<file path="src/rtl/rrs_stream_if.sv">
// Stream bundle for the rotate-right realigner: input beat side and output beat side.
interface rrs_stream_if #(
    parameter int DATA_WIDTH = 8,
    parameter int SHIFT_BITS = 3
);
    logic                  in_valid;
    logic                  in_ready;
    logic [DATA_WIDTH-1:0] in_data;
    logic                  in_shift_enable;
    logic [SHIFT_BITS-1:0] in_shift_count;
    logic                  in_last;
    logic                  out_valid;
    logic                  out_ready;
    logic [DATA_WIDTH-1:0] out_data;
    logic                  out_last;

    modport master (
        output in_valid, in_data, in_shift_enable, in_shift_count, in_last, out_ready,
        input  in_ready, out_valid, out_data, out_last
    );

    modport slave (
        input  in_valid, in_data, in_shift_enable, in_shift_count, in_last, out_ready,
        output in_ready, out_valid, out_data, out_last
    );
endinterface

</file>
<file path="src/rtl/rrs_stream.sv">
// Streaming rotate-right realigner with output register, one-entry skid buffer,
// frame counting and sticky illegal-code flag.
module rrs_stream #(
    parameter int DATA_WIDTH   = 8,
    parameter int NUM_CLUSTERS = 8,
    parameter int SHIFT_BITS   = 3
) (
    input  logic        clk,
    input  logic        rst_n,
    rrs_stream_if.slave bus,
    output logic        err_illegal,
    output logic [15:0] frame_count
);
    typedef enum logic [1:0] {ST_EMPTY, ST_OUT, ST_SKID} state_t;

    state_t                r_state, w_state_nxt;
    logic [DATA_WIDTH-1:0] r_out_data, r_skid_data, w_rot;
    logic                  r_out_last, r_skid_last, r_err;
    logic [15:0]           r_frames;
    logic [7:0]            w_code;
    logic                  w_illegal, w_accept, w_xfer;
    logic                  w_load_in, w_skid_to_out, w_fill_skid;

    assign w_code = 8'(bus.in_shift_count);

    // Illegal codes still forward the beat, just unrotated.
    always_comb begin
        w_rot     = bus.in_data;
        w_illegal = 1'b0;
        if (bus.in_shift_enable) begin
            if (w_code == 8'd1)
                w_rot = {bus.in_data[0], bus.in_data[DATA_WIDTH-1:1]};
            else if (w_code == 8'd2)
                w_rot = {bus.in_data[1:0], bus.in_data[DATA_WIDTH-1:2]};
            else if (NUM_CLUSTERS == 8 && w_code == 8'd4)
                w_rot = {bus.in_data[3:0], bus.in_data[DATA_WIDTH-1:4]};
            else
                w_illegal = 1'b1;
        end
    end

    assign bus.in_ready  = (r_state != ST_SKID);
    assign bus.out_valid = (r_state != ST_EMPTY);
    assign bus.out_data  = r_out_data;
    assign bus.out_last  = r_out_last;
    assign err_illegal   = r_err;
    assign frame_count   = r_frames;

    assign w_accept = bus.in_valid & bus.in_ready;
    assign w_xfer   = bus.out_valid & bus.out_ready;

    always_ff @(posedge clk or negedge rst_n) begin
        if (!rst_n) r_state <= ST_EMPTY;
        else        r_state <= w_state_nxt;
    end

    always_comb begin
        w_state_nxt   = r_state;
        w_load_in     = 1'b0;
        w_skid_to_out = 1'b0;
        w_fill_skid   = 1'b0;
        case (r_state)
            ST_EMPTY: begin
                if (w_accept) begin
                    w_load_in   = 1'b1;
                    w_state_nxt = ST_OUT;
                end
            end
            ST_OUT: begin
                if (w_accept && w_xfer) begin
                    w_load_in = 1'b1;
                end else if (w_accept) begin
                    w_fill_skid = 1'b1;
                    w_state_nxt = ST_SKID;
                end else if (w_xfer) begin
                    w_state_nxt = ST_EMPTY;
                end
            end
            ST_SKID: begin
                if (w_xfer) begin
                    w_skid_to_out = 1'b1;
                    w_state_nxt   = ST_OUT;
                end
            end
            default: w_state_nxt = ST_EMPTY;
        endcase
    end

    always_ff @(posedge clk or negedge rst_n) begin
        if (!rst_n) begin
            r_out_data  <= '0;
            r_out_last  <= 1'b0;
            r_skid_data <= '0;
            r_skid_last <= 1'b0;
            r_err       <= 1'b0;
            r_frames    <= '0;
        end else begin
            if (w_load_in) begin
                r_out_data <= w_rot;
                r_out_last <= bus.in_last;
            end else if (w_skid_to_out) begin
                r_out_data <= r_skid_data;
                r_out_last <= r_skid_last;
            end
            if (w_fill_skid) begin
                r_skid_data <= w_rot;
                r_skid_last <= bus.in_last;
            end
            if (w_accept && w_illegal)
                r_err <= 1'b1;
            if (w_xfer && r_out_last)
                r_frames <= r_frames + 16'd1;
        end
    end
endmodule
</file>
<file path="src/flat_wrapper.sv">
// flat-port wrapper written by rule: the top's interface ports become plain ports
module rrs_stream_flat 
#(
    parameter int DATA_WIDTH   = 8,
    parameter int NUM_CLUSTERS = 8,
    parameter int SHIFT_BITS   = 3
)
  (clk, rst_n, err_illegal, frame_count, bus_in_valid, bus_in_data, bus_in_shift_enable, bus_in_shift_count, bus_in_last, bus_out_ready, bus_in_ready, bus_out_valid, bus_out_data, bus_out_last);
  rrs_stream_if #(.DATA_WIDTH(DATA_WIDTH), .SHIFT_BITS(SHIFT_BITS)) bus_i ();
  input  logic clk;
  input  logic rst_n;
  output logic err_illegal;
  output logic [15:0] frame_count;
  input wire logic [$bits(bus_i.in_valid)-1:0] bus_in_valid;
  input wire logic [$bits(bus_i.in_data)-1:0] bus_in_data;
  input wire logic [$bits(bus_i.in_shift_enable)-1:0] bus_in_shift_enable;
  input wire logic [$bits(bus_i.in_shift_count)-1:0] bus_in_shift_count;
  input wire logic [$bits(bus_i.in_last)-1:0] bus_in_last;
  input wire logic [$bits(bus_i.out_ready)-1:0] bus_out_ready;
  output wire logic [$bits(bus_i.in_ready)-1:0] bus_in_ready;
  output wire logic [$bits(bus_i.out_valid)-1:0] bus_out_valid;
  output wire logic [$bits(bus_i.out_data)-1:0] bus_out_data;
  output wire logic [$bits(bus_i.out_last)-1:0] bus_out_last;
  assign bus_i.in_valid = bus_in_valid;
  assign bus_i.in_data = bus_in_data;
  assign bus_i.in_shift_enable = bus_in_shift_enable;
  assign bus_i.in_shift_count = bus_in_shift_count;
  assign bus_i.in_last = bus_in_last;
  assign bus_i.out_ready = bus_out_ready;
  assign bus_in_ready = bus_i.in_ready;
  assign bus_out_valid = bus_i.out_valid;
  assign bus_out_data = bus_i.out_data;
  assign bus_out_last = bus_i.out_last;
  rrs_stream #(.DATA_WIDTH(DATA_WIDTH), .NUM_CLUSTERS(NUM_CLUSTERS), .SHIFT_BITS(SHIFT_BITS)) u_core (.clk(clk), .rst_n(rst_n), .bus(bus_i), .err_illegal(err_illegal), .frame_count(frame_count));
endmodule
</file>
<file path="config.mk">
export PLATFORM = sky130hd
export DESIGN_NAME = rrs_stream_flat
export DESIGN_NICKNAME = d
export VERILOG_FILES = /design/src/rtl/rrs_stream_if.sv /design/src/rtl/rrs_stream.sv /design/src/flat_wrapper.sv
export SDC_FILE = /design/constraint.sdc
export NUM_CORES = 1
export LEC_CHECK = 0
export ABC_AREA = 1
export CAP_MARGIN = 20
export CORE_MARGIN = 4
export CORE_UTILIZATION = 25
export CTS_CLUSTER_SIZE = 20
export DETAILED_ROUTE_END_ITERATION = 8
export SKIP_LAST_GASP = 1
export SYNTH_ARGS = -nofsm -noshare
export SYNTH_HDL_FRONTEND = slang
export SYNTH_SLANG_ARGS = --single-unit
export TNS_END_PERCENT = 20
</file>
<file path="constraint.sdc">
create_clock -name clk -period 2.4 [get_ports clk]
set_clock_uncertainty 0.1 [all_clocks]
set_input_delay 0.72 -clock clk [delete_from_list [all_inputs] [get_ports clk]]
set_output_delay 0.72 -clock clk [all_outputs]
set_load 0.05 [all_outputs]
</file>
==> results.yml <==
run_status:
  status: "finished clean"
critical_path:
  crit_family: "buffers and inverters"
  slowest_delay_ns: 0.83
  crit_path_max_fanout: 4
  critical_path_arrival_ns: 1.54
  crit_path_cell_trace: "clkdlybuf4s50_1"
  r2r-start: "u_core.frame_count[0]"
  criticalPathCategory: "register to primary output"
  critical_path.startpoint_type: "register"
  critical_path.n_buffers_inverters: 1
  cpMaxStageDelayCell: "clkdlybuf4s50_1"
  timing.rr.end: "u_core.frame_count[8]"
  reg2reg_depth: 7
  cp-startpoint: "u_core.frame_count[3]"
  end_kind: "primary output"
  r2r_setup_slack_ns: 0.82
  crit_required_ns: 1.58
synthesis:
  synth_top_family_by_area: "simple AND/OR/NAND/NOR gates"
  synth.avg_cell_area_um2: 6.94
  synth-seq-cells: 37
  synthCells: 324
  synth_mux_area_share_pct: 0
  synth_top_area_share_pct: 41.2
  yosysSeqAreaShare_pct: 41.2
  synth_compound_area_share_pct: 5.51
  yosys.area_share.xor_xnor_pct: 3.50
  synth_top_area_cell: "dfrtp_1"
  yosysUniqueCellTypes: 26
  synth.area.top_cells: "dfrtp_1 41%, nand2_1 19%, nand3_1 9.3%"
  synthesis.area_um2: 2250
  synth_adder_area_share_pct: 0.556
  synth_warnings: 0
  syn_nets: 342
  synth_simple_gate_area_share_pct: 40.7
clock_network:
  clkSinkCount: 37
  numCtsBuffers: 5
  htree_num_levels: 2
  post_cts_buffers: 0
  ctsResizeCount: 0
  cts_buffer_depth: 2
  cts_root_buffer: "clkbuf_8"
  cts_tree: "built"
  clk_latency_ns: 0.29
  cts.clk_slew.worst_paths_ns: 0.07
  cts_hold_buf: 0
final_layout:
  fin_util_pct: 34.5
  final_common_cell: "nand2_1"
  drive_above_1_share_pct: 13.4
  diodes: 0
  layout.nets: 398
  fin_cells: 489
  area_growth_syn_to_layout_pct: 33.7
  final_cell_mix: "111 x nand2_1, 42 x nand3_1, 37 x dfrtp_1"
  final_area_um2: 3010
drt:
  wirelength_um: 5470
  drt-wirelength-per-cell_um: 11.2
  drtPass1Iterations: 4
  drtAntennaViolNets: 0
  routed-via-count: 2175
  vias_per_cell: 4.45
  drcViolationCount: 0
  drt_iter0_drc: 146
pwr:
  ir_drop_uv: 279
  powerDensity_nw_per_um2: 924
  power.leakage_nw: 1.50
  total_power_mw: 2.78
global_routing:
  grt_pass1_wl_um: 9770
  grt_usage_pct: 11.5
  grt_max_degree: 20
  grt_pass1_vias: 2143
  overflow: 0
  antenna_found_initial: 0
sta:
  drv_slew: 0
  setup_viol: 0
  setup_ws_ns: 0.0398
  fin_crit_sh_pct: 98.3
  timing.fmax_ghz: 0.424
  relSlewSlack_pct: 66.2
  whs_ns: 0.275
  fin_tns_setup_ns: 0
  finalHoldViolCount: 0
  worst_slew_pin_slew_ns: 0.505
  rsz0062_at_grt: "true"
  post-route-min-period_ns: 2.36
floorplanning:
  core-area_um2: 8720
  start_util_pct: 25.8
  fp-row-count: 34
  fp.dieH_um: 103
  die_x_um: 103
  die_area_um2: 10600
  num_io_pins: 45
worst_hold_path:
  holdCritPathClass: "input pin to asynchronous set/reset pin"
placement:
  place_inst: 481
  place_hpwl_um: 4300
  dpl_cell_area_um2: 2890
  routabilityCongestion: 0.827
  port_buffers: 44
  dpl_worst_slack_ns: 0.0621
run:
  maxCapViolations: 0
-- state kept, by name (all words and copies together) (netlist names) --
signal               count
u_core.frame_count      16
u_core.bus.out_data      8
u_core.r_skid_data       8
u_core.r_state           2
u_core.bus.out_last      1
u_core.err_illegal       1
u_core.r_skid_last       1
-- cell families (layout without fill, tap and decap cells) --
group                    after synthesis  count (layout)
flip-flops                            37              37
AND/OR/NAND/NOR                      207             207
XOR/XNOR                               9               9
adder cells (fa/ha/maj)                1               1
AO/OA/AOI/OAI                         21              21
buffers and inverters                 49             106
-- worst max path at each step --
| stage | end | slack, ns | cells past startpoint |
|---|---|---|---|
| after global routing | frame_count[3] | -0.02 | 1 |
| after CTS | frame_count[4] | 0.01 | 1 |
| final | frame_count[3] | 0.04 | 1 |
| after detailed placement | u_core.frame_count[9] | 0.06 | 8 |
| after floorplan | bus_in_ready | 0.61 | 2 |
| after global placement | u_core.frame_count[11] | 0.09 | 8 |
-- per-layer routing --
metal / track usage, % / vias to the layer above / share of wire (%) / routed length, µm
met3: 2.84 / 7 / 6.2 / 337
met4: 3.78 / 0 / 1.2 / 63
met2: 19.2 / 64 / 46 / 2500
met1: 14.7 / 972 / 47 / 2570
li1: - / 1132 / - / -
met5: 0 / - / 0 / 0
-- report_power, final --
group	total [mW]	leakage (nW)	switching (mW)	internal, mW
Sequential	0.976	0.471	0.168	0.808
Clock	0.559	0.0585	0.220	0.339
Combinational	1.24	0.967	0.826	0.419
-- layout make-up --
type,count,area [µm²]
Inverter,42,158
Multi-Input combinational cell,238,1130
Sequential cell,37,926
Timing Repair Buffer,56,543
Clock buffer,7,86.3
Fill cell,941,5710
Tap cell,108,135
Clock inverter,1,30.0
-- Yosys cell counts (all sizes together) --
library cell and instances:
o21ai 17, nor3 5, xnor2 3, o21bai 1, ha 1, nand3 44
inv 42, nand3b 1, clkbuf 2, nand4 4, nor2 38, nand2 115
a31oi 1, buf 5, a21oi 1, xor2 6, dfrtp 37, o221ai 1
(Power assumes the default switching activity.)
